===== src/rtl/spi_reg_bank_pkg.sv =====
// Shared constants for the SPI register bank: register addresses, IRQ bit positions,
// CTRL bit positions and the default ID value.
package spi_reg_bank_pkg;

  // Register addresses
  localparam int unsigned ADDR_CTRL       = 0;
  localparam int unsigned ADDR_SCRATCH0   = 1;
  localparam int unsigned ADDR_SCRATCH1   = 2;
  localparam int unsigned ADDR_IRQ_STATUS = 3;
  localparam int unsigned ADDR_IRQ_MASK   = 4;
  localparam int unsigned ADDR_WR_COUNT   = 5;
  localparam int unsigned ADDR_ID         = 6;
  localparam int unsigned ADDR_CHECKSUM   = 7;

  // IRQ_STATUS / IRQ_MASK bit positions
  localparam int unsigned IRQ_WR_DONE = 0;
  localparam int unsigned IRQ_RO_ERR  = 1;
  localparam int unsigned IRQ_CNT_OVF = 2;
  localparam int unsigned IRQ_EXT     = 3;
  localparam int unsigned IRQ_NUM     = 4;

  // CTRL bit positions
  localparam int unsigned CTRL_IRQ_EN = 0;
  localparam int unsigned CTRL_CLR    = 7;

  localparam logic [7:0] ID_DEFAULT = 8'hA5;

endpackage


===== src/rtl/spi_reg_bank_if.sv =====
// Bus between spi_peripheral (master) and spi_reg_bank (slave).
interface spi_reg_bank_if #(
  parameter int unsigned ADDR_W = 3,
  parameter int unsigned REG_W  = 8
);
  logic              ena;
  logic              wr_rdn;
  logic [ADDR_W-1:0] addr;
  logic [REG_W-1:0]  wdata;
  logic              we;
  logic              ext_evt;
  logic [REG_W-1:0]  rdata;
  logic [7:0]        status;
  logic              irq;

  modport master (
    output ena, wr_rdn, addr, wdata, we, ext_evt,
    input  rdata, status, irq
  );

  modport slave (
    input  ena, wr_rdn, addr, wdata, we, ext_evt,
    output rdata, status, irq
  );
endinterface


===== src/rtl/spi_reg_bank_irq.sv =====
// Interrupt block: sticky IRQ_STATUS with W1C, IRQ_MASK, ext_evt edge detector and
// the registered irq output.
module spi_reg_bank_irq
  import spi_reg_bank_pkg::*;
(
  input  logic               clk,
  input  logic               rstb,
  input  logic               i_ena,
  input  logic               i_wr_done,
  input  logic               i_ro_err,
  input  logic               i_cnt_ovf,
  input  logic               i_ext_evt,
  input  logic               i_w1c,
  input  logic [IRQ_NUM-1:0] i_w1c_data,
  input  logic               i_mask_we,
  input  logic [IRQ_NUM-1:0] i_mask_data,
  input  logic               i_irq_en,
  output logic [IRQ_NUM-1:0] o_irq_status,
  output logic [IRQ_NUM-1:0] o_irq_mask,
  output logic               o_irq,
  output logic               o_irq_d
);

  logic               r_ext_q;
  logic [IRQ_NUM-1:0] r_irq_status;
  logic [IRQ_NUM-1:0] r_irq_mask;
  logic               r_irq;
  logic [IRQ_NUM-1:0] w_events;
  logic [IRQ_NUM-1:0] w_status_d;
  logic               w_irq_d;

  // Collect hardware set events and build next status; a set beats a same-cycle W1C
  always_comb begin
    w_events              = '0;
    w_events[IRQ_WR_DONE] = i_wr_done;
    w_events[IRQ_RO_ERR]  = i_ro_err;
    w_events[IRQ_CNT_OVF] = i_cnt_ovf;
    w_events[IRQ_EXT]     = i_ext_evt & ~r_ext_q;
    w_status_d            = (r_irq_status & ~(i_w1c ? i_w1c_data : '0)) | w_events;
    // Uses pre-edge register values, so irq lags a status change by one cycle
    w_irq_d               = i_irq_en & (|(r_irq_status & r_irq_mask));
  end

  // Status, mask, edge-detect flop and irq register
  always_ff @(posedge clk) begin
    if (!rstb) begin
      r_ext_q      <= 1'b0;
      r_irq_status <= '0;
      r_irq_mask   <= '0;
      r_irq        <= 1'b0;
    end else if (i_ena) begin
      r_ext_q      <= i_ext_evt;
      r_irq_status <= w_status_d;
      if (i_mask_we) begin
        r_irq_mask <= i_mask_data;
      end
      r_irq        <= w_irq_d;
    end
  end

  assign o_irq_status = r_irq_status;
  assign o_irq_mask   = r_irq_mask;
  assign o_irq        = r_irq;
  assign o_irq_d      = w_irq_d;

endmodule


===== src/rtl/spi_reg_bank.sv =====
// Register bank behind spi_peripheral: CTRL, scratch, write counter, checksum, ID,
// registered read mux and status byte. Interrupt registers live in spi_reg_bank_irq.
module spi_reg_bank
  import spi_reg_bank_pkg::*;
#(
  parameter int unsigned ADDR_W   = 3,
  parameter int unsigned REG_W    = 8,
  parameter logic [7:0]  ID_VALUE = ID_DEFAULT
) (
  input logic            clk,
  input logic            rstb,
  spi_reg_bank_if.slave  bus
);

  logic [6:0]         r_ctrl;  // CLR bit is never stored
  logic [REG_W-1:0]   r_scratch0;
  logic [REG_W-1:0]   r_scratch1;
  logic [REG_W-1:0]   r_wr_count;
  logic [REG_W-1:0]   r_checksum;
  logic [REG_W-1:0]   r_rdata;
  logic [7:0]         r_status;

  logic [ADDR_W-1:0]  w_addr;
  logic               w_wr;
  logic               w_ro;
  logic               w_rw;
  logic               w_clr;
  logic               w_cnt_ovf;
  logic [REG_W-1:0]   w_rdata;
  logic [IRQ_NUM-1:0] w_irq_status;
  logic [IRQ_NUM-1:0] w_irq_mask;
  logic               w_irq;
  logic               w_irq_d;

  assign w_addr = bus.addr;

  // Decode accepted writes into register-bank events
  always_comb begin
    w_wr      = bus.we & bus.wr_rdn & bus.ena;
    w_ro      = w_wr & (w_addr > ADDR_W'(ADDR_IRQ_MASK));
    w_rw      = w_wr & ~w_ro;
    w_clr     = w_rw & (w_addr == ADDR_W'(ADDR_CTRL)) & bus.wdata[CTRL_CLR];
    // A clearing write resets the counter, so it never counts as a wrap
    w_cnt_ovf = w_rw & ~w_clr & (r_wr_count == '1);
  end

  // Read mux from the current address
  always_comb begin
    w_rdata = '0;
    case (w_addr)
      ADDR_W'(ADDR_CTRL):       w_rdata = REG_W'({1'b0, r_ctrl});
      ADDR_W'(ADDR_SCRATCH0):   w_rdata = r_scratch0;
      ADDR_W'(ADDR_SCRATCH1):   w_rdata = r_scratch1;
      ADDR_W'(ADDR_IRQ_STATUS): w_rdata = REG_W'(w_irq_status);
      ADDR_W'(ADDR_IRQ_MASK):   w_rdata = REG_W'(w_irq_mask);
      ADDR_W'(ADDR_WR_COUNT):   w_rdata = r_wr_count;
      ADDR_W'(ADDR_ID):         w_rdata = REG_W'(ID_VALUE);
      ADDR_W'(ADDR_CHECKSUM):   w_rdata = r_checksum;
      default:                  w_rdata = '0;
    endcase
  end

  // Writable registers, counter/checksum, read data and status packing
  always_ff @(posedge clk) begin
    if (!rstb) begin
      r_ctrl     <= '0;
      r_scratch0 <= '0;
      r_scratch1 <= '0;
      r_wr_count <= '0;
      r_checksum <= '0;
      r_rdata    <= '0;
      r_status   <= '0;
    end else if (bus.ena) begin
      if (w_rw && (w_addr == ADDR_W'(ADDR_CTRL)))     r_ctrl     <= bus.wdata[6:0];
      if (w_rw && (w_addr == ADDR_W'(ADDR_SCRATCH0))) r_scratch0 <= bus.wdata;
      if (w_rw && (w_addr == ADDR_W'(ADDR_SCRATCH1))) r_scratch1 <= bus.wdata;
      if (w_clr) begin
        r_wr_count <= '0;
        r_checksum <= '0;
      end else if (w_rw) begin
        r_wr_count <= r_wr_count + REG_W'(1);
        r_checksum <= r_checksum ^ bus.wdata;
      end
      r_rdata  <= w_rdata;
      // Bit 7 takes the same next value as irq so the two always agree
      r_status <= {w_irq_d, 3'b000, w_irq_status};
    end
  end

  spi_reg_bank_irq u_irq (
    .clk          (clk),
    .rstb         (rstb),
    .i_ena        (bus.ena),
    .i_wr_done    (w_wr),
    .i_ro_err     (w_ro),
    .i_cnt_ovf    (w_cnt_ovf),
    .i_ext_evt    (bus.ext_evt),
    .i_w1c        (w_rw & (w_addr == ADDR_W'(ADDR_IRQ_STATUS))),
    .i_w1c_data   (bus.wdata[IRQ_NUM-1:0]),
    .i_mask_we    (w_rw & (w_addr == ADDR_W'(ADDR_IRQ_MASK))),
    .i_mask_data  (bus.wdata[IRQ_NUM-1:0]),
    .i_irq_en     (r_ctrl[CTRL_IRQ_EN]),
    .o_irq_status (w_irq_status),
    .o_irq_mask   (w_irq_mask),
    .o_irq        (w_irq),
    .o_irq_d      (w_irq_d)
  );

  assign bus.rdata  = r_rdata;
  assign bus.status = r_status;
  assign bus.irq    = w_irq;

endmodule


===== src/flat_wrapper.sv =====
// flat-port wrapper written by rule: the top's interface ports become plain ports
module spi_reg_bank_flat import spi_reg_bank_pkg::*;
#(
  parameter int unsigned ADDR_W   = 3,
  parameter int unsigned REG_W    = 8,
  parameter logic [7:0]  ID_VALUE = ID_DEFAULT
)
  (clk, rstb, bus_ena, bus_wr_rdn, bus_addr, bus_wdata, bus_we, bus_ext_evt, bus_rdata, bus_status, bus_irq);
  spi_reg_bank_if #(.ADDR_W(ADDR_W), .REG_W(REG_W)) bus_i ();
  input logic clk;
  input logic rstb;
  input wire logic [$bits(bus_i.ena)-1:0] bus_ena;
  input wire logic [$bits(bus_i.wr_rdn)-1:0] bus_wr_rdn;
  input wire logic [$bits(bus_i.addr)-1:0] bus_addr;
  input wire logic [$bits(bus_i.wdata)-1:0] bus_wdata;
  input wire logic [$bits(bus_i.we)-1:0] bus_we;
  input wire logic [$bits(bus_i.ext_evt)-1:0] bus_ext_evt;
  output wire logic [$bits(bus_i.rdata)-1:0] bus_rdata;
  output wire logic [$bits(bus_i.status)-1:0] bus_status;
  output wire logic [$bits(bus_i.irq)-1:0] bus_irq;
  assign bus_i.ena = bus_ena;
  assign bus_i.wr_rdn = bus_wr_rdn;
  assign bus_i.addr = bus_addr;
  assign bus_i.wdata = bus_wdata;
  assign bus_i.we = bus_we;
  assign bus_i.ext_evt = bus_ext_evt;
  assign bus_rdata = bus_i.rdata;
  assign bus_status = bus_i.status;
  assign bus_irq = bus_i.irq;
  spi_reg_bank #(.ADDR_W(ADDR_W), .REG_W(REG_W), .ID_VALUE(ID_VALUE)) u_core (.clk(clk), .rstb(rstb), .bus(bus_i));
endmodule

===== config.mk =====
export PLATFORM = sky130hd
export DESIGN_NAME = spi_reg_bank_flat
export DESIGN_NICKNAME = d
export VERILOG_FILES = /design/src/rtl/spi_reg_bank_pkg.sv /design/src/rtl/spi_reg_bank_if.sv /design/src/rtl/spi_reg_bank_irq.sv /design/src/rtl/spi_reg_bank.sv /design/src/flat_wrapper.sv
export SDC_FILE = /design/constraint.sdc
export NUM_CORES = 1
export LEC_CHECK = 0
export ABC_CLOCK_PERIOD_IN_PS = 1600
export BUFFER_PORTS_ARGS = -buffer_cell sky130_fd_sc_hd__buf_2
export CAP_MARGIN = 20
export CELL_PAD_IN_SITES_DETAIL_PLACEMENT = 0
export CELL_PAD_IN_SITES_GLOBAL_PLACEMENT = 1
export CORE_ASPECT_RATIO = 0.8
export CORE_MARGIN = 2
export CORE_UTILIZATION = 39
export CTS_CLUSTER_SIZE = 30
export DETAILED_ROUTE_END_ITERATION = 8
export PLACE_DENSITY_LB_ADDON = 0.12
export SYNTH_ARGS = -nofsm -noshare
export SYNTH_HDL_FRONTEND = slang
export SYNTH_SLANG_ARGS = --single-unit

===== constraint.sdc =====
create_clock -name clk -period 1.6 [get_ports clk]
set_clock_uncertainty 0.05 [all_clocks]
set_input_delay 0.24 -clock clk [delete_from_list [all_inputs] [get_ports clk]]
set_output_delay 0.24 -clock clk [all_outputs]
set_load 0.03 [all_outputs]

---- Word-level counts from Yosys, hierarchy flattened ----
Cells that the tools add are included.
storage, ports and cells
  input port bits ......................... 17
  register bits ........................... 62
  logic and storage cells ................. 58
  output and inout port bits .............. 17
cells by class
  $add $sub $neg .......................... 1
  bitwise operators ....................... 20
  $lt $le $gt $ge ......................... 1
  muxes and demuxes ....................... 6
  equal/unequal tests ..................... 8
  reductions and logical operators ........ 11
operators by type and width
  kind                                                  number
  one-hot mux 8 bit (8 select lines)                    1
  2-to-1 mux 8 bit                                      4
  bitwise AND 1 bit                                     12
  == test 3 bit, second input constant                  4
  AND reduction 2 bit                                   5
  adder 8 x 1 -> 8 bit, second input constant           1
  bitwise AND 4 bit                                     2
  == test 8 bit, second input constant                  1
  bitwise XOR 8 bit                                     1
  == test 3 x 2 -> 1 bit, second input constant         2
  2-to-1 mux 4 bit                                      1
  NOT 4 bit                                             1
  OR 4 bit                                              1
  OR reduction 4 bit                                    1
  == test 3 x 1 -> 1 bit, second input constant         1
  greater-than comparator 3 bit, second input constant  1
  logical AND 1 bit                                     3
  zero test 3 bit                                       1
  NOT 1 bit                                             3
  nonzero test 2 bit                                    1

---- Logic depth before layout (Yosys ltp) ----
  depth in word-level cells ............... 11
  depth in mapped cells ................... 7
  depth with buffers taken out ............ 5

---- By module ----
From an unflattened synthesis, not the netlist that was laid out.
second synthesis, totals
  cells, all modules ...................... 354
  area total of the unflattened synthesis .. 3049.2 sq um
by module, submodules not included
  module            instances  cells an instance  sequential area each (sq um)  area an instance (sq um)
  spi_reg_bank      1          307                1041.0                        2591.2
  spi_reg_bank_irq  1          47                 200.2                         457.9

---- Least setup slack after synthesis ----
Ideal clock, no wire load.
  path type ............................... in2reg
  start point ............................. in bus_addr[1]
  end point ............................... reg u_core.r_wr_count[7]
  stages .................................. 5
  slack ................................... 0.063 ns
  arrival ................................. 1.400 ns
  required time ........................... 1.464 ns
  setup time .............................. 0.086 ns
  path buffers ............................ 1
  path through ............................ buf_4 -> o21ai_4 -> nand2_2 -> or4b_1 -> a221oi_2
on the way
  cells in the longest elaborated chain, start to end .. 8
  elaborated cells on any way between the ends .. 10
  those cells by class .................... 1 x order compare; 1 x mux; 5 x bitwise; 3 x reduce/logical
ends and longest elaborated chain
  what                                  RTL line            source
  start, declared                       flat_wrapper.sv:14  input wire logic [$bits(bus_i.addr)-1:0] bus_addr;
  greater-than comparator 3 bit         spi_reg_bank.sv:40  w_ro = w_wr & (w_addr > ADDR_W'(ADDR_IRQ_MASK));
  bitwise AND 1 bit                     spi_reg_bank.sv:40
  NOT 1 bit                             spi_reg_bank.sv:41  w_rw = w_wr & ~w_ro;
  bitwise AND 1 bit                     spi_reg_bank.sv:41
  bitwise AND 1 bit (2 in a row)        spi_reg_bank.sv:42  w_clr = w_rw & (w_addr == ADDR_W'(ADDR_CTRL)) & bus.wdata[CTRL_CLR];
  nonzero test 2 bit (no source line)   -
  AND reduction 2 bit (no source line)  -
  end signal, assigned                  spi_reg_bank.sv:81  r_wr_count <= r_wr_count + REG_W'(1);
  end, declared                         spi_reg_bank.sv:18  logic [REG_W-1:0] r_wr_count;
Several ways; a longest one is shown, not always the timed one.
A chain may end at the register's enable or synchronous reset.

---- Final worst setup path ----
  start point ............................. reg u_core.r_wr_count[1]
  end point ............................... reg u_core.r_wr_count[7]
on the way
  cells in the longest elaborated chain, start to end .. 3
ends and longest elaborated chain
  what                  RTL line            source
  adder 8 x 1 -> 8 bit  spi_reg_bank.sv:81
  2-to-1 mux 8 bit      spi_reg_bank.sv:80  end else if (w_rw) begin
  2-to-1 mux 8 bit      spi_reg_bank.sv:77  if (w_clr) begin
Every way passes these cells. The select of a mux whose other input is x is not followed.

==> flow_summary.yaml <==
power:
  intPower_mw: 2.76
  switching_share: 0.242
  seq_power_share: 0.430
  p_per_area_nw_per_um2: 1000
  p_leak_nw: 1.52
  power.clock.fraction: 0.469
  vdd_drop_max_v: 0.000520
  p_sw_mw: 0.882
  p_comb_frac: 0.101
synth:
  syn_avg_cell_area_um2: 8.80
  synth_common_cells: "61 x dfxtp_1, 46 x nor2_1, 33 x mux2i_1"
  netlist_instances: 329
  synth_warnings: 0
  synthFlopType: "dfxtp_1"
  synth-edff-count: 0
  synthArstFlopShare: 0
  ys_seq_elements: 61
  synth_area_um2: 2900
  ys_seq_area_frac: 0.422
  synthTopCellsByArea: "dfxtp_1 42%, mux2i_1 11%, nor2_1 6.0%"
  synth_area_leader_cell: "dfxtp_1"
  synth_cell_types: 50
  post-synth-top-count-cell: "dfxtp_1"
  synth_top_area_frac: 0.422
critical_path:
  cp-end-kind: "register"
  startpoint: "u_core.r_wr_count[1]$_SDFFE_PN0P_"
  cpPeakStageDelay_ns: 0.47
  crit_required_ns: 1.81
  path_cells: "nand3_1 -> nor2_1 -> or4b_1 -> a221oi_2"
  path_class: "register to register"
  r2r-end: "u_core.r_wr_count[7]$_SDFFE_PN0P_"
  path_max_fanout: 4
  cp.arrival_ns: 1.72
  cp_slowest_cell: "or4b_1"
  r2r_start: "u_core.r_wr_count[1]$_SDFFE_PN0P_"
  startpoint_type: "register"
  reg2regPathDepth: 4
  ff2ff_setup_slack_ns: 0.09
timing:
  clock.fmax_ghz: 0.663
  hold_violations: 0
  fin_crit_sh: 0.943
  setup_viol: 0
  rsz0062_at_grt: "no"
  setup_tns_ns: 0
  min_period_ns: 1.51
  hold-worst-slack_ns: 0.108
  slew_violations: 0
routing:
  avgRoutedWirePerCell_um: 18.5
  drt_iter0_drc: 147
  routed_via_density: 5.55
  wl_um: 8960
  final_antenna_net_count: 0
  drtPass1Iterations: 5
  drc_errors: 0
  vias: 2681
global_route:
  grt_start_max_net_pins: 21
  grtUsageTotal: 0.231
  grt_pass1_wl_um: 13900
  antenna_found_initial: 0
  grt_pass1_vias: 2428
  overflow: 0
clock_network:
  cts.clk_slew.worst_paths_ns: 0.07
  cts_tree: "yes"
  numCtsBuffers: 9
  clock_sinks: 61
  clockRootBuffer: "clkbuf_8"
  hold_buffers: 0
  clockBufferDepth: 2
  cts_setup_buffers: 0
  clk-insertion-delay-late_ns: 0.35
  h-tree-depth: 3
min_path:
  holdCritStartpoint: "bus_ext_evt"
  hold_depth: 3
  hold_path_end: "u_core.u_irq.r_ext_q$_SDFFE_PN0P_"
  hold_class: "primary input to register"
layout:
  nets: 406
  antennaDiodeCount: 0
  layout-drive-gt1-share: 0.254
  syn_to_final_growth_pct: 25.4
die:
  rows: 28
  initial_core_util: 0.397
  dieArea_um2: 8140
  core_um2: 7290
  ios: 34
  die-width_um: 100
  dieHeight_um: 81.1
flow_run:
  cap_violations: 0
placement:
  place_hpwl_um: 6550
  portBuffers: 30
  place.gp.congestion: 0.842
status:
  status: "completed"
stage by stage:
stage | total power [mW] | setup WS [ns] | cell area [µm²] | utilization | cells
3_3_place_gp | 1.97 | -0.0215 | 3390 | 0.465 | 467
2_1_floorplan | 1.81 | 0.0634 | 2900 | - | 331
3_5_place_dp | 1.97 | -0.0571 | 3390 | 0.465 | 467
5_1_grt | 3.75 | 0.00942 | 3630 | 0.498 | 483
6_report | 3.64 | 0.0911 | 3630 | 0.498 | 483
4_1_cts | 3.67 | 0.0264 | 3630 | 0.498 | 483
cell families after synthesis:
group,after synthesis,synth area share
other cells,1,0.00129
buf+inv,34,0.0566
simple gates,119,0.202
flops,61,0.422
fa+ha+maj,1,0.00432
mux,36,0.126
xor+xnor,1,0.00302
compound gates,76,0.185
what timing repair did:
action / CTS / global route
pin swaps: 0 / 0
gates cloned: 0 / 0
hold endpoints to repair: 0 / 0
endpoints found under the setup margin: 1 / 1
resized for setup: 1 / 3
sequential cells by signal, indices dropped and copies added (netlist names):
name                       cells
u_core.bus.rdata               8
u_core.bus.status              4
u_core.r_checksum              8
u_core.r_ctrl                  7
u_core.r_scratch0              8
u_core.r_scratch1              8
u_core.r_wr_count              8
u_core.u_irq.o_irq             1
u_core.u_irq.o_irq_mask        4
u_core.u_irq.o_irq_status      4
u_core.u_irq.r_ext_q           1
worst max-delay path: cells and delay by family, from the launching register on:
| family | cells | cell delay [ns] |
|---|---|---|
| DFF | 1 | 0.38 |
| AOI/OAI and AO/OA | 1 | 0.29 |
| and+or+nand+nor | 3 | 0.71 |
how the worst max path moves through the flow:
| stage | cells past startpoint | slack [ns] | endpoint |
|---|---|---|---|
| after detailed placement | 5 | -0.06 | u_core.r_wr_count[7]$_SDFFE_PN0P_ |
| after global placement | 5 | -0.02 | u_core.bus.rdata[2]$_SDFFE_PN0P_ |
| final | 4 | 0.09 | u_core.r_wr_count[7]$_SDFFE_PN0P_ |
| after global routing | 4 | 0.009 | u_core.r_wr_count[7]$_SDFFE_PN0P_ |
| after CTS | 4 | 0.03 | u_core.r_wr_count[7]$_SDFFE_PN0P_ |
| after floorplan | 5 | 0.06 | u_core.r_wr_count[7]$_SDFFE_PN0P_ |
cell type report:
cell class                      count  area (µm²)
Clock buffer                       12         145
Clock inverter                      4        95.1
Fill cell                         728        3650
Inverter                            8        30.0
Multi-Input combinational cell    236        1520
Sequential cell                    61        1230
Tap cell                           90         113
Timing Repair Buffer               72         503
power by group through the flow:
| stage | combinational, mW | sequential [mW] | clock (mW) |
|---|---|---|---|
| after detailed placement | 0.365 | 1.60 | 0 |
| after CTS | 0.366 | 1.57 | 1.73 |
| final | 0.368 | 1.57 | 1.71 |
| after global routing | 0.397 | 1.57 | 1.78 |
| after global placement | 0.365 | 1.60 | 0 |
| after floorplan | 0.188 | 1.62 | 0 |
cell usage in the layout (no fill, tap or decap), drive strengths merged, types with 3 or more instances in the layout:
| master | count |
|---|---|
| a32o | 9 |
| nand3b | 3 |
| and3 | 3 |
| a22oi | 5 |
| o22ai | 4 |
| nand4 | 3 |
| o21ai | 20 |
| nand2 | 28 |
| nor2 | 47 |
| clkbuf | 12 |
| nor2b | 5 |
| a221oi | 5 |
| bufinv | 3 |
| dfxtp | 61 |
| inv | 8 |
| nor3b | 7 |
| mux2 | 3 |
| conb | 3 |
| a21oi | 17 |
| mux2i | 33 |
| nand3 | 11 |
| buf | 72 |
routing by layer:
layer	wire (µm)	vias up	share of wire	track usage
met4	70	0	0.0078	0.0575
met2	3960	64	0.44	0.354
met5	0	-	0	0
li1	-	1306	-	-
met3	412	9	0.046	0.0499
met1	4510	1302	0.50	0.332
No activity file was read; power rests on OpenSTA's default activity.
